[config.mk]
export PLATFORM = sky130hd
export DESIGN_NAME = move_pulse_gen
export DESIGN_NICKNAME = d
export VERILOG_FILES = /design/src/rtl/move_pulse_gen_pkg.sv /design/src/rtl/move_pulse_gen_btn_repeat.sv /design/src/rtl/move_pulse_gen.sv
export SDC_FILE = /design/constraint.sdc
export NUM_CORES = 1
export LEC_CHECK = 0
export ABC_CLOCK_PERIOD_IN_PS = 2700
export CAP_MARGIN = 20
export CORE_MARGIN = 1
export CORE_UTILIZATION = 45
export CTS_BUF_LIST = sky130_fd_sc_hd__clkbuf_8
export DETAILED_ROUTE_END_ITERATION = 10
export GPL_ROUTABILITY_DRIVEN = 0
export PLACE_DENSITY = 0.72
export REMOVE_ABC_BUFFERS = 1
export SLEW_MARGIN = 10
export SYNTH_ARGS = -nofsm -noshare
export SYNTH_HDL_FRONTEND = slang
export SYNTH_SLANG_ARGS = --single-unit
[constraint.sdc]
create_clock -name clk -period 2.7 [get_ports clk]
set_input_delay 0.405 -clock clk [delete_from_list [all_inputs] [get_ports clk]]
set_output_delay 0.405 -clock clk [all_outputs]
set_load 0.005 [all_outputs]
[src/rtl/move_pulse_gen_pkg.sv]
// Shared encoding for the cursor-movement path.
// Holds the move-bit indices and the idle value used on the active-low move bus.
// It also holds the cursor field limits, so the pulse generator (producer) and
// the cursor block (consumer) share a single definition.
package move_pulse_gen_pkg;

  // Bit positions on btn_n / move / pressed
  localparam int unsigned MOVE_XDEC = 0;
  localparam int unsigned MOVE_YINC = 1;
  localparam int unsigned MOVE_YDEC = 2;
  localparam int unsigned MOVE_XINC = 3;

  // Active-low bus: all ones means no movement
  localparam logic [3:0] MOVE_IDLE = 4'b1111;

  // Cursor field limits consumed by the cursor-position block
  localparam int unsigned MAX_X = 639;
  localparam int unsigned MAX_Y = 479;

  // Per-button auto-repeat state
  typedef enum logic [1:0] {
    ST_IDLE,
    ST_HOLD_DELAY,
    ST_REPEAT
  } rep_state_t;

  function automatic logic [23:0] max24(input logic [23:0] a, input logic [23:0] b);
    return (a > b) ? a : b;
  endfunction

endpackage

[src/rtl/move_pulse_gen_btn_repeat.sv]
// One button channel: 2-flop synchroniser, debouncer and auto-repeat FSM.
// Ports:
//   clk, rst  - system clock, asynchronous active-low reset
//   btn_n     - raw active-low button, asynchronous to clk
//   en        - when low the FSM is held in IDLE with its timer cleared
//   level     - debounced level, active-high (1 = pressed)
//   req       - one-cycle request for a move pulse (press or repeat)
module move_pulse_gen_btn_repeat
  import move_pulse_gen_pkg::*;
#(
  parameter logic [15:0] DEBOUNCE_CYCLES = 16'd50000,
  parameter logic [23:0] REPEAT_DELAY    = 24'd5000000,
  parameter logic [23:0] REPEAT_PERIOD   = 24'd1500000,
  parameter bit          REPEAT_EN       = 1'b1
) (
  input  logic clk,
  input  logic rst,
  input  logic btn_n,
  input  logic en,
  output logic level,
  output logic req
);

  localparam int unsigned DW = $clog2(DEBOUNCE_CYCLES);
  localparam int unsigned TW = $clog2(max24(REPEAT_DELAY, REPEAT_PERIOD));

  localparam logic [DW-1:0] DB_LAST     = DW'(DEBOUNCE_CYCLES - 16'd1);
  localparam logic [TW-1:0] DELAY_LAST  = TW'(REPEAT_DELAY - 24'd1);
  localparam logic [TW-1:0] PERIOD_LAST = TW'(REPEAT_PERIOD - 24'd1);

  logic [1:0]    sync;
  logic          sync_press;
  logic [DW-1:0] db_cnt;
  logic [TW-1:0] timer;
  rep_state_t    state;

  // Preset to released so reset never looks like a press
  always_ff @(posedge clk or negedge rst) begin
    if (!rst) sync <= '1;
    else      sync <= {sync[0], btn_n};
  end

  assign sync_press = ~sync[1];

  always_ff @(posedge clk or negedge rst) begin
    if (!rst) begin
      db_cnt <= '0;
      level  <= 1'b0;
    end else if (sync_press == level) begin
      db_cnt <= '0;
    end else if (db_cnt == DB_LAST) begin
      level  <= sync_press;
      db_cnt <= '0;
    end else begin
      db_cnt <= db_cnt + 1'b1;
    end
  end

  always_ff @(posedge clk or negedge rst) begin
    if (!rst) begin
      state <= ST_IDLE;
      timer <= '0;
      req   <= 1'b0;
    end else begin
      req <= 1'b0;
      if (!en || !level) begin
        state <= ST_IDLE;
        timer <= '0;
      end else begin
        case (state)
          ST_IDLE: begin
            req   <= 1'b1;
            state <= ST_HOLD_DELAY;
            timer <= '0;
          end
          ST_HOLD_DELAY: begin
            // Without auto-repeat the timer parks at terminal count
            if (timer == DELAY_LAST) begin
              if (REPEAT_EN) begin
                req   <= 1'b1;
                state <= ST_REPEAT;
                timer <= '0;
              end
            end else begin
              timer <= timer + 1'b1;
            end
          end
          ST_REPEAT: begin
            if (timer == PERIOD_LAST) begin
              req   <= 1'b1;
              timer <= '0;
            end else begin
              timer <= timer + 1'b1;
            end
          end
          default: begin
            state <= ST_IDLE;
            timer <= '0;
          end
        endcase
      end
    end
  end

endmodule

[src/rtl/move_pulse_gen.sv]
// Button front end for the cursor-movement path.
// Ports:
//   clk, rst - system clock, asynchronous active-low reset
//   btn_n    - raw active-low buttons (bit0 x-1, bit1 y+1, bit2 y-1, bit3 x+1)
//   en       - active-high pulse enable
//   move     - registered one-cycle active-low move pulses, idle 4'b1111
//   pressed  - registered debounced button levels, active-high
module move_pulse_gen
  import move_pulse_gen_pkg::*;
#(
  parameter logic [15:0] DEBOUNCE_CYCLES = 16'd50000,
  parameter logic [23:0] REPEAT_DELAY    = 24'd5000000,
  parameter logic [23:0] REPEAT_PERIOD   = 24'd1500000,
  parameter bit          REPEAT_EN       = 1'b1
) (
  input  logic       clk,
  input  logic       rst,
  input  logic [3:0] btn_n,
  input  logic       en,
  output logic [3:0] move,
  output logic [3:0] pressed
);

  logic [3:0] level;
  logic [3:0] req;
  logic [3:0] req_masked;

  for (genvar i = 0; i < 4; i++) begin : g_btn
    move_pulse_gen_btn_repeat #(
      .DEBOUNCE_CYCLES (DEBOUNCE_CYCLES),
      .REPEAT_DELAY    (REPEAT_DELAY),
      .REPEAT_PERIOD   (REPEAT_PERIOD),
      .REPEAT_EN       (REPEAT_EN)
    ) u_btn (
      .clk   (clk),
      .rst   (rst),
      .btn_n (btn_n[i]),
      .en    (en),
      .level (level[i]),
      .req   (req[i])
    );
  end

  // Opposing directions cancel; the FSMs keep their timing underneath
  always_comb begin
    req_masked = req;
    if (level[MOVE_XDEC] && level[MOVE_XINC]) begin
      req_masked[MOVE_XDEC] = 1'b0;
      req_masked[MOVE_XINC] = 1'b0;
    end
    if (level[MOVE_YINC] && level[MOVE_YDEC]) begin
      req_masked[MOVE_YINC] = 1'b0;
      req_masked[MOVE_YDEC] = 1'b0;
    end
  end

  always_ff @(posedge clk or negedge rst) begin
    if (!rst) begin
      move    <= MOVE_IDLE;
      pressed <= '0;
    end else begin
      move    <= en ? ~req_masked : MOVE_IDLE;
      pressed <= level;
    end
  end

endmodule
# Word-level counts from Yosys, hierarchy flattened
# Cells that the tools add are included.
# totals
wordCells	154
out_inout_bits	8
regBits	188
in_bits	7
# op_classes
bitwise_logic	9
addsub	8
eq_ne	32
muxes	56
n_reduce_logical	23
# ops
op	n
23-bit two-way mux	12
23-bit case mux with 2 select lines	4
16-bit two-way mux	8
23-bit by 1-bit adder with 23-bit output (second input constant)	4
23-bit by 21-bit == test with 1-bit output (second input constant)	4
23-bit == test (second input constant)	4
16-bit by 1-bit adder with 16-bit output (second input constant)	4
16-bit == test (second input constant)	4
2-bit case mux with 3 select lines	4
2-bit two-way mux	9
2-bit AND reduction	8
1-bit two-way mux	14
3-bit by 1-bit != test with 1-bit output (second input constant)	4
1-bit case mux with 3 select lines	4
2-bit by 1-bit == test with 1-bit output (second input constant)	4
2-bit == test (second input constant)	4
2-bit logical NOT	4
2-bit by 1-bit != test with 1-bit output (second input constant)	4
1-bit NOT	8
1-bit logical NOT	5
1-bit == test	4
1-bit logical OR	4
4-bit two-way mux	1
4-bit NOT	1
1-bit logical AND	2

# Depth between registers and ports, before layout
# Gate-level depths: netlist of run 1.
# depth
ltp_word	4
mapped_depth	7
mapped_depth_nobuf	6

# Modules after synthesis
# From an unflattened synthesis of run 1, not the netlist that was laid out.
# unflattened
hier_cells	973
area_unflattened_um2	9655.5
# by_module_without_submodules
module	instances	cells_each	area_each_um2
move_pulse_gen_btn_repeat (g_btn[0].u_btn ...)	3	242	2382.3
move_pulse_gen_btn_repeat (g_btn[3].u_btn)	1	233	2275.9
move_pulse_gen	1	14	232.7

# Least setup slack after synthesis of run 1
# No wires, ideal clock.
# synth_path
path_type	reg2reg
start	register g_btn[2].u_btn.timer[0]
end	register g_btn[2].u_btn.timer[22]
stages_incl_launch_ff	7
path_slack_ns	0.490
t_arrival_ns	2.116
t_required_ns	2.606
cell_sequence	dfrtp_1 ha_1 nand4_4 or4_1 buf_2 or4_4 a221oi_2
# synth_via
elab_chain_len	4
word_cells_on_any_way	7
# synth_lines
item	line	text
start, declared	move_pulse_gen_btn_repeat.sv:34	logic [TW-1:0] timer;
start signal, assigned	move_pulse_gen_btn_repeat.sv:85	timer <= timer + 1'b1;
start signal, assigned	move_pulse_gen_btn_repeat.sv:93	timer <= timer + 1'b1;
23-bit by 1-bit adder with 23-bit output, or another cell as far along	move_pulse_gen_btn_repeat.sv:85, move_pulse_gen_btn_repeat.sv:93	
23-bit two-way mux (on tied branches)	move_pulse_gen_btn_repeat.sv:89, move_pulse_gen_btn_repeat.sv:78	
23-bit case mux with 2 select lines (*)	move_pulse_gen_btn_repeat.sv:70	case (state)
23-bit two-way mux (*)	move_pulse_gen_btn_repeat.sv:66	if (!en || !level) begin
# Every way passes the cells marked *; elsewhere a longest branch is shown, timed or not.
# A chain may end at the register's enable or synchronous reset.

# Final worst setup path of run 1
# Ends and elaborated chain as after synthesis.

==> results.md, run 1 <==
- The run finished with clean final reports.
- For this run, the detailed router's first-pass iteration total came to 5.
- The final number of hold-violating endpoints is 0.
- The synthesized netlist occupies a cell area of between 9000 and 10,000 um^2.
- sky130_fd_sc_hd__dfrtp_1 is the most common cell in the netlist.
- The capture endpoint of the worst hold path is g_btn[2].u_btn.sync[0]$_DFF_PN1_.
- For this run, the total global-route usage over all layers was measured as 0.186.
- Of the post-synthesis cell area, the dominant cell type holds 0.449.
- The critical path goes through ha_1 -> nand4_4 -> or4_1 -> or4_4 -> a221oi_2.
- For the worst setup path, the data required time is 3.09 ns.
- The initial utilization of the core area, before any placement, comes to 0.462.
- After detailed routing, no signal wire sits above met4.
- Once placement finished, the instance area stood at ~10,000 um^2.
- The die is around 150 um tall.
- The total die area is 22,400 um^2.
- The via count of the first global-routing pass was 7,111.
- Buffers inserted during clock tree synthesis total 17.
- The total power is 4.95 mW.
- The number of standard cells in the final layout excluding fillers is 1,287.
- The routed wire length on met2 is 9170 um.
- Setup repair after global routing left no endpoint under its margin.
- The overall overflow remaining after global route is 0.
- In this run the worst path has a maximum fanout of 10.
- The worst relative slew slack is 0.569.
- The delay of the slowest critical-path stage is 0.69 ns.
- In the final routed layout, each cell accounts on average for approximately 15 um.
- The clock reaches the later pin of the worst-skew pair after 0.47 ns.
- The worst-case IR drop observed on VDD is 0.259 mV.
- After synthesis, the cell types taking the most area are sky130_fd_sc_hd__dfrtp_1 45%, sky130_fd_sc_hd__xnor2_1 5.7%, sky130_fd_sc_hd__ha_1 3.6%.
- The vias per cell is 5.81.
- Yosys mapped a number of flops with a built-in enable equal to 0.
- The worst register-to-register path has a setup slack of 0.32 ns.
- Once layout is done, the placed cells without fillers occupy 10,700 um^2.
- The register bit total from synthesis is 188.
- The number of DRC markers in iteration 0 is 479.
- The kind of cell adding the most delay to the critical path is simple AND/OR/NAND/NOR gates.
- In the synthesized netlist, the cells that appear most often are 176 x sky130_fd_sc_hd__dfrtp_1, 69 x sky130_fd_sc_hd__nor2_1, 66 x sky130_fd_sc_hd__nand2_1.
- 15 I/O pins were placed.
- Post-CTS timing repair inserted 0 buffers for setup.
- Data on the critical path arrives at its endpoint at 2.77 ns.
- The slew at the pin with the worst max-slew slack is roughly 0.65 ns.
- The share of synthesized flip-flops with an asynchronous set or reset is 1.00.
- The H-tree was split into 4 levels.
- In the finished design, the share of the clock period the worst path needs comes to 0.883.
- The type of the worst min-delay path is in2reg.
- Static timing analysis puts the maximum clock frequency at 0.420 GHz.
- The total detailed-routing wirelength is 19,500 um.
- Max-cap violations in this run came to 0.
- The path depth of the worst reg2reg path is 5.
- STA classifies the critical path endpoint as a flop.
- The startpoint type of the worst setup path is a flop.
- Counting instances, the worst hold path has a depth of 1.
- Entering global routing, the biggest net connects 80 pins.
- The buffers plus inverters on the worst setup path is 0.
- The via count is 7,477.
- In the routed design, unresolved DRC markers number 0.
- The tree built by TritonCTS fans out to 188 sinks.
- For this run, the number of Yosys warnings is 0.
- The core region is between 20,000 and 25,000 um^2.
- sky130_fd_sc_hd__dfrtp_1 takes more of the synthesized area than any other cell.
- The synthesized area divided by synthesized cell count is slightly below 10 um^2.
- The first global-routing pass estimated 33,600 um of wire.
- In this run the horizontal extent of the chip is 150 um.
- The count of pins over their slew limit is 0.
- The worst-path cell with the longest stage delay is sky130_fd_sc_hd__or4_1.
- The number of buffers between clock root and the deepest sink is 2.
- The count of antenna-violating nets left after detailed routing is 0.
- For the finished layout, the period the worst path requires is ~2.4 ns.
- Including well taps, the total number of placed cells is 1,254.
- For this design the ratio of total power to cell area is 462 nW/um^2.
- Clock-pin slew was measured on the worst setup and hold paths at 0.10 ns.
- The layout net count is just over 1k.
- The register area share after synthesis is 0.481.
- The number of input and output port buffers inserted is 14.
- 0 antenna diodes ended up in the layout.
- The row count is 53.
- The clock tree from TritonCTS is built.
- The share of final-layout standard cells stronger than drive strength 1 is 0.0672.
- The root buffer cell is sky130_fd_sc_hd__clkbuf_8.
- The number of distinct library cell variants in the gate-level netlist after synthesis is 54.
- The post-route met1 wirelength is 9560 um.
- After detailed routing, the met3 layer carries 542 um of wire.
- The launch instance of the worst min-delay path is btn_n[2].
- The initial antenna violation count was 0.
- In this run the critical register-to-register path is captured at g_btn[2].u_btn.timer[22]$_DFF_PN0_.
- The critical path class is reg2reg.
- In this run the critical register-to-register path is launched from g_btn[2].u_btn.timer[0]$_DFF_PN0_.
- Relative to the synthesized area, the layout overhead comes to 9.08%.
- The detailed placer's ending HPWL is 12,900 um.
- The predominant post-synthesis flop cell is sky130_fd_sc_hd__dfrtp_1.
- The count of endpoints failing setup in the final report is 0.
- The synthesized instance count is 990.
- The analysis attributes to cell leakage a power of just under 4 nW.
- The worst clock skew is 0.0154 ns.
==> area by class of cell <==
cell class / count / area [um^2]
well taps: 275 / 344
fillers: 1916 / 10500
flip-flops and latches: 188 / 4720
clock buffers: 18 / 248
multi-input cells: 725 / 4800
clock inverters: 14 / 170
inverters: 36 / 135
repair buffers: 31 / 287
==> worst reg2reg max path: cells and delay by family, from the launching register on <==
family | cells | cell delay [ns]
AND/OR/NAND/NOR | 3 | 1.38
flip-flops | 1 | 0.42
adder cells (fa/ha/maj) | 1 | 0.29
AO/OA/AOI/OAI | 1 | 0.23
==> layout by cell type, fill, tap and decap left out, drive strengths merged, types with 17 or more instances in the layout <==
| cell | instances |
|---|---|
| a21oi | 35 |
| nand2 | 66 |
| nor3 | 30 |
| ha | 28 |
| nand3 | 60 |
| o21ai | 39 |
| clkbuf | 19 |
| inv | 41 |
| nor2 | 69 |
| nand4 | 44 |
| dfrtp | 176 |
| xor2 | 36 |
| a211oi | 29 |
| xnor2 | 64 |
| a22oi | 17 |
| or3 | 40 |
| and3 | 24 |
| a221oi | 18 |
==> where the power goes <==
part           switching [mW]  internal [mW]
Combinational          0.0847         0.0323
Clock                    1.03          0.945
Sequential             0.0169           2.84
==> worst max-delay path by stage <==
stage                                            startpoint                                  to  cells past startpoint
final                     g_btn[2].u_btn.timer[0]$_DFF_PN0_  g_btn[2].u_btn.timer[22]$_DFF_PN0_                      5
after CTS                 g_btn[2].u_btn.timer[0]$_DFF_PN0_  g_btn[2].u_btn.timer[22]$_DFF_PN0_                      5
after global routing      g_btn[2].u_btn.timer[0]$_DFF_PN0_  g_btn[2].u_btn.timer[22]$_DFF_PN0_                      5
after global placement    g_btn[2].u_btn.timer[0]$_DFF_PN0_  g_btn[2].u_btn.timer[22]$_DFF_PN0_                      5
after floorplan           g_btn[3].u_btn.timer[0]$_DFF_PN0_  g_btn[3].u_btn.timer[14]$_DFF_PN0_                      5
after detailed placement  g_btn[2].u_btn.timer[0]$_DFF_PN0_  g_btn[2].u_btn.timer[22]$_DFF_PN0_                      5
==> stage by stage <==
step / setup WS (ns) / utilization / hold WS [ns] / TNS (ns)
final: 0.317 / 0.504 / 0.344 / 0
after global placement: 0.393 / 0.484 / 0.346 / 0
after detailed placement: 0.311 / 0.484 / 0.349 / 0
after global routing: 0.188 / 0.504 / 0.304 / 0
after floorplan: -0.126 / - / 0.109 / -1.54
after CTS: 0.309 / 0.504 / 0.314 / 0
==> sequential cells by signal (all words and copies together), names as in the netlist <==
| signal | count |
|---|---|
| g_btn.u_btn.db_cnt | 64 |
| g_btn.u_btn.level | 4 |
| g_btn.u_btn.req | 4 |
| g_btn.u_btn.state | 8 |
| g_btn.u_btn.sync | 8 |
| g_btn.u_btn.timer | 92 |
| move | 4 |
| pressed | 4 |
==> cell families (layout without fill, tap and decap cells) <==
logic type | Yosys count | in the layout | synth area share
adders and majority gates | 28 | 28 | 0.0357
muxes | 4 | 4 | 0.00408
AOI/OAI and AO/OA | 172 | 172 | 0.117
xor gates and xnor gates | 100 | 100 | 0.0893
DFF | 188 | 188 | 0.481
buffers and inverters | 77 | 99 | 0.0304
and+or+nand+nor | 421 | 421 | 0.242
==> layer usage <==
layer  GRT usage  vias up
li1            -     3669
met1       0.252     3690
met2       0.302       99
met3      0.0323       19
met4      0.0556        0
met5           0        -
==> repair_timing <==
action / CTS / global route
gates resized for setup: 0 / 0
endpoints found under the hold margin: 65 / 0
hold buffers: 1 / 0
Power figures use the tool's default switching activity.
==> run 2, diff against run 1 <==
--- a/config.mk
+++ b/config.mk
@@ -5,7 +5,7 @@
 export SDC_FILE = /design/constraint.sdc
 export NUM_CORES = 1
 export LEC_CHECK = 0
-export ABC_CLOCK_PERIOD_IN_PS = 2700
+export ABC_CLOCK_PERIOD_IN_PS = 2200
 export CAP_MARGIN = 20
 export CORE_MARGIN = 1
 export CORE_UTILIZATION = 45
==> constraint.sdc (replaced) <==
create_clock -name clk -period 2.2 [get_ports clk]
set_input_delay 0.33 -clock clk [delete_from_list [all_inputs] [get_ports clk]]
set_output_delay 0.33 -clock clk [all_outputs]
set_load 0.005 [all_outputs]
==> run 2 against run 1 <==
  * Highest routed layer unchanged
  * Clock skew is 0.0022 ns lower
  * Register-to-register slack worse by 0.21 ns
  * Clock power is 22% higher
  * Non-clock buffer count is 26 higher
==> results.md, run 2 (synthesized netlist as in run 1, its figures left out) <==
- The number of antenna repair diodes is 0 (unchanged).
- The root buffer cell chosen for the clock tree is sky130_fd_sc_hd__clkbuf_8.
- The maximum level of the CTS H-tree is 4 (unchanged).
- The share of final-layout standard cells stronger than drive strength 1 is 0.0954 (+0.0282).
- The share of total power consumed by net switching is 0.223 (-0.00610).
- Leaving out fill and tap cells, the most frequent cell in the layout is sky130_fd_sc_hd__dfrtp_1.
- The maximum frequency from static timing analysis came to 0.477 GHz (+14%).
- The period utilization came to 0.953 (+0.0702).
- The average wire length per cell after detail routing is 15.1 um (-0.72%).
- The clock latency at the later pin of the worst-skew pair is 0.46 ns (about the same).
- The wire length of the first global-routing pass is 34,500 um (+2.4%).
- The core area is 21,200 um^2 (unchanged).
- Setup repair after global routing left no endpoint under its margin.
- The clock transition at the registers of the reported paths is 0.10 ns (about the same).
- The critical path arrival is 2.46 ns (-0.31 ns).
- The final number of hold-violating endpoints was 0 (unchanged).
- The slew at the pin with the worst max-slew slack was 0.599 ns (-0.0475 ns).
- The worst clock skew was 0.0131 ns (-0.00225 ns).
- The total die area is 22,400 um^2 (unchanged).
- The path depth of the worst reg2reg path was 6 (+1).
- The startpoint identified for the worst hold timing path is btn_n[1].
- TritonCTS built the clock tree.
- The global-route met2 utilization came to 0.306 (+0.00394).
- The time the worst path needs with I/O delays and setup is 2.10 ns (-0.287 ns).
- The sink count of the clock tree was 188 (unchanged).
- The worst register-to-register path ends at g_btn[2].u_btn.timer[18]$_DFF_PN0_.
- The via count is 7,539 (+0.83%).
- The final worst slack is 0.104 ns (-0.213 ns).
- The ratio of total power to cell area is 551 nW/um^2 (+19%).
- The die height is 150 um (unchanged).
- In this run the most used layer during global routing was met2.
- The vias per cell is 5.74 (-1.2%).
- The internal power was 4.71 mW (+23%).
- The number of DRC markers in iteration 0 is 439 (-8.4%).
- The total net switching power came to 1.35 mW (+19%).
- The endpoint kind of the worst setup timing path is a flop.
- The number of buffers between clock root and the deepest sink was 2 (unchanged).
- The leakage power was 4.14 nW (+4.4%).
- The count of endpoints failing setup in the final report was 0 (unchanged).
- The count of antenna-violating nets left after detailed routing is 0 (unchanged).
- The overall overflow remaining after global route is 0 (unchanged).
- In the layout the commonest cells are 176 x sky130_fd_sc_hd__dfrtp_1, 69 x sky130_fd_sc_hd__nor2_1, 66 x sky130_fd_sc_hd__nand2_1.
- Relative to the synthesized area, the layout overhead comes to 12.1%.
- The number of clock buffers inserted by TritonCTS is 17 (unchanged).
- The biggest fanout along the worst timing path is 9 (-1).
- The endpoint required time on the critical path is 2.56 ns (-0.53 ns).
- The worst relative slew slack came to 0.601 (+0.0316).
- The worst ir drop on vdd is 0.323 mV (+25%).
- The relative contribution of sequential cells to total power is 0.579 (+0.002).
- The maximum number of pins on one net before global-route repair is 72 (-10%).
- In the final layout, the registers with the most flip-flops are g_btn.u_btn.timer (92), g_btn.u_btn.db_cnt (64).
- The total of max-cap violations is 0 (unchanged).
- The met1 usage in global routing is 0.258 (+0.00631).
- The met3 routing resource usage after global routing is 0.0381 (+0.00579).
- The worst setup path is of the reg2reg kind.
- The worst setup timing slack at the placement stage was 0.0544 ns (-0.256 ns).
- The flow ran to the end, and the final reports show no timing, DRC or antenna violations.
- The filler cell count in the final layout was 1,892 (-1.3%).
- The reg-to-reg critical path startpoint is g_btn[2].u_btn.timer[0]$_DFF_PN0_.
- The clock power share is 0.396 (-0.003).
- The most flop-heavy register is g_btn.u_btn.timer.
- The initial standard-cell utilization of the core came to 0.462 (unchanged).
- The layout net count came to 1,060 (+2.5%).
- The detailed placer's ending HPWL is 13,400 um (+3.7%).
- The row count is 53 (unchanged).
- The internal reg-to-reg setup slack is 0.10 ns (-0.21 ns).
- The via count of the first global-routing pass came to 7,242 (+1.8%).
- The fraction of the core area covered by cells at the end of the flow was 0.518 (+0.0137).
- The number of detailed-routing iterations run before antenna repair came to 4 (-1).
- The number of primary I/O pins is 15 (unchanged).
- The number of input and output port buffers inserted is 14 (unchanged).
- The total detailed-routing wirelength is 19,800 um (+1.3%).
- The number of flip-flops under the largest register name was 92 (unchanged).
- The overall routing resource usage is 0.190 (+0.00415).
- The tightest min-delay check is of the in2reg type.
- The startpoint type of the worst setup path is a flop.
- The cell depth of the worst min-delay path is 1 (unchanged).
- The capture endpoint of the worst hold path is g_btn[1].u_btn.sync[0]$_DFF_PN1_.
- The post-detailed-route DRC marker count came to 0 (unchanged).
- The initial antenna violation count is 0 (unchanged).
- The count of pins over their slew limit is 0 (unchanged).
- The combinational share of power was 0.025 (about the same).
- The floorplan die width is 150 um (unchanged).
run 2: repair_timing:
action	CTS	global route
hold buffers	1	0
gates resized for setup	0	7
buffers inserted	0	4
endpoints found under the setup margin	0	24
endpoints found under the hold margin	59	0
run 2: layout make-up:
type	count	area, um^2	area share
Tap cell	275	344	0.0313
Inverter	36	135	0.0123
Sequential cell	188	4720	0.429
Clock buffer	19	262	0.0238
Multi-Input combinational cell	725	4820	0.439
Clock inverter	13	148	0.0134
Timing Repair Buffer	57	561	0.0510
run 2: layer usage:
layer	wire (um)	share of wire	up-vias
met5	0	0	-
met4	199	0.010	0
met3	533	0.027	19
met2	9380	0.47	103
met1	9650	0.49	3694
li1	-	-	3723
run 2: power groups by stage:
stage / registers [mW] / logic (mW) / clock network [mW]
after CTS: 3.51 / 0.160 / 2.47
after global placement: 3.57 / 0.154 / 0
after detailed placement: 3.57 / 0.158 / 0
after floorplan: 3.57 / 0.0412 / 0
after global routing: 3.51 / 0.177 / 2.61
final: 3.51 / 0.152 / 2.40
run 2: worst max-delay path by stage:
stage	startpoint	to	cells after the start
after global placement	g_btn[2].u_btn.timer[0]$_DFF_PN0_	g_btn[2].u_btn.timer[18]$_DFF_PN0_	6
after CTS	g_btn[2].u_btn.timer[0]$_DFF_PN0_	g_btn[2].u_btn.timer[18]$_DFF_PN0_	6
after detailed placement	g_btn[2].u_btn.timer[0]$_DFF_PN0_	g_btn[2].u_btn.timer[18]$_DFF_PN0_	6
final	g_btn[2].u_btn.timer[0]$_DFF_PN0_	g_btn[2].u_btn.timer[18]$_DFF_PN0_	6
after global routing	g_btn[2].u_btn.timer[0]$_DFF_PN0_	g_btn[2].u_btn.timer[14]$_DFF_PN0_	6
after floorplan	g_btn[3].u_btn.timer[0]$_DFF_PN0_	g_btn[3].u_btn.timer[14]$_DFF_PN0_	5
run 2: critical path: stages (launching register included):
cell and delay (ns):
sky130_fd_sc_hd__dfrtp_1 0.37, sky130_fd_sc_hd__ha_2 0.23, sky130_fd_sc_hd__nand4_4 0.11, sky130_fd_sc_hd__or4_1 0.54
sky130_fd_sc_hd__buf_4 0.18, sky130_fd_sc_hd__or3_1 0.30, sky130_fd_sc_hd__a221oi_1 0.27
run 2: stage by stage:
step,instance area [um^2],hold slack [ns],TNS (ns),power (mW),cells
floorplan,9650,0.0344,-28.70,3.61,949
global placement,10500,0.348,0,3.73,1276
detailed placement,10500,0.347,0,3.73,1276
CTS,10900,0.234,0,6.14,1309
global route,11000,0.216,0,6.30,1313
finish,11000,0.263,0,6.05,1313
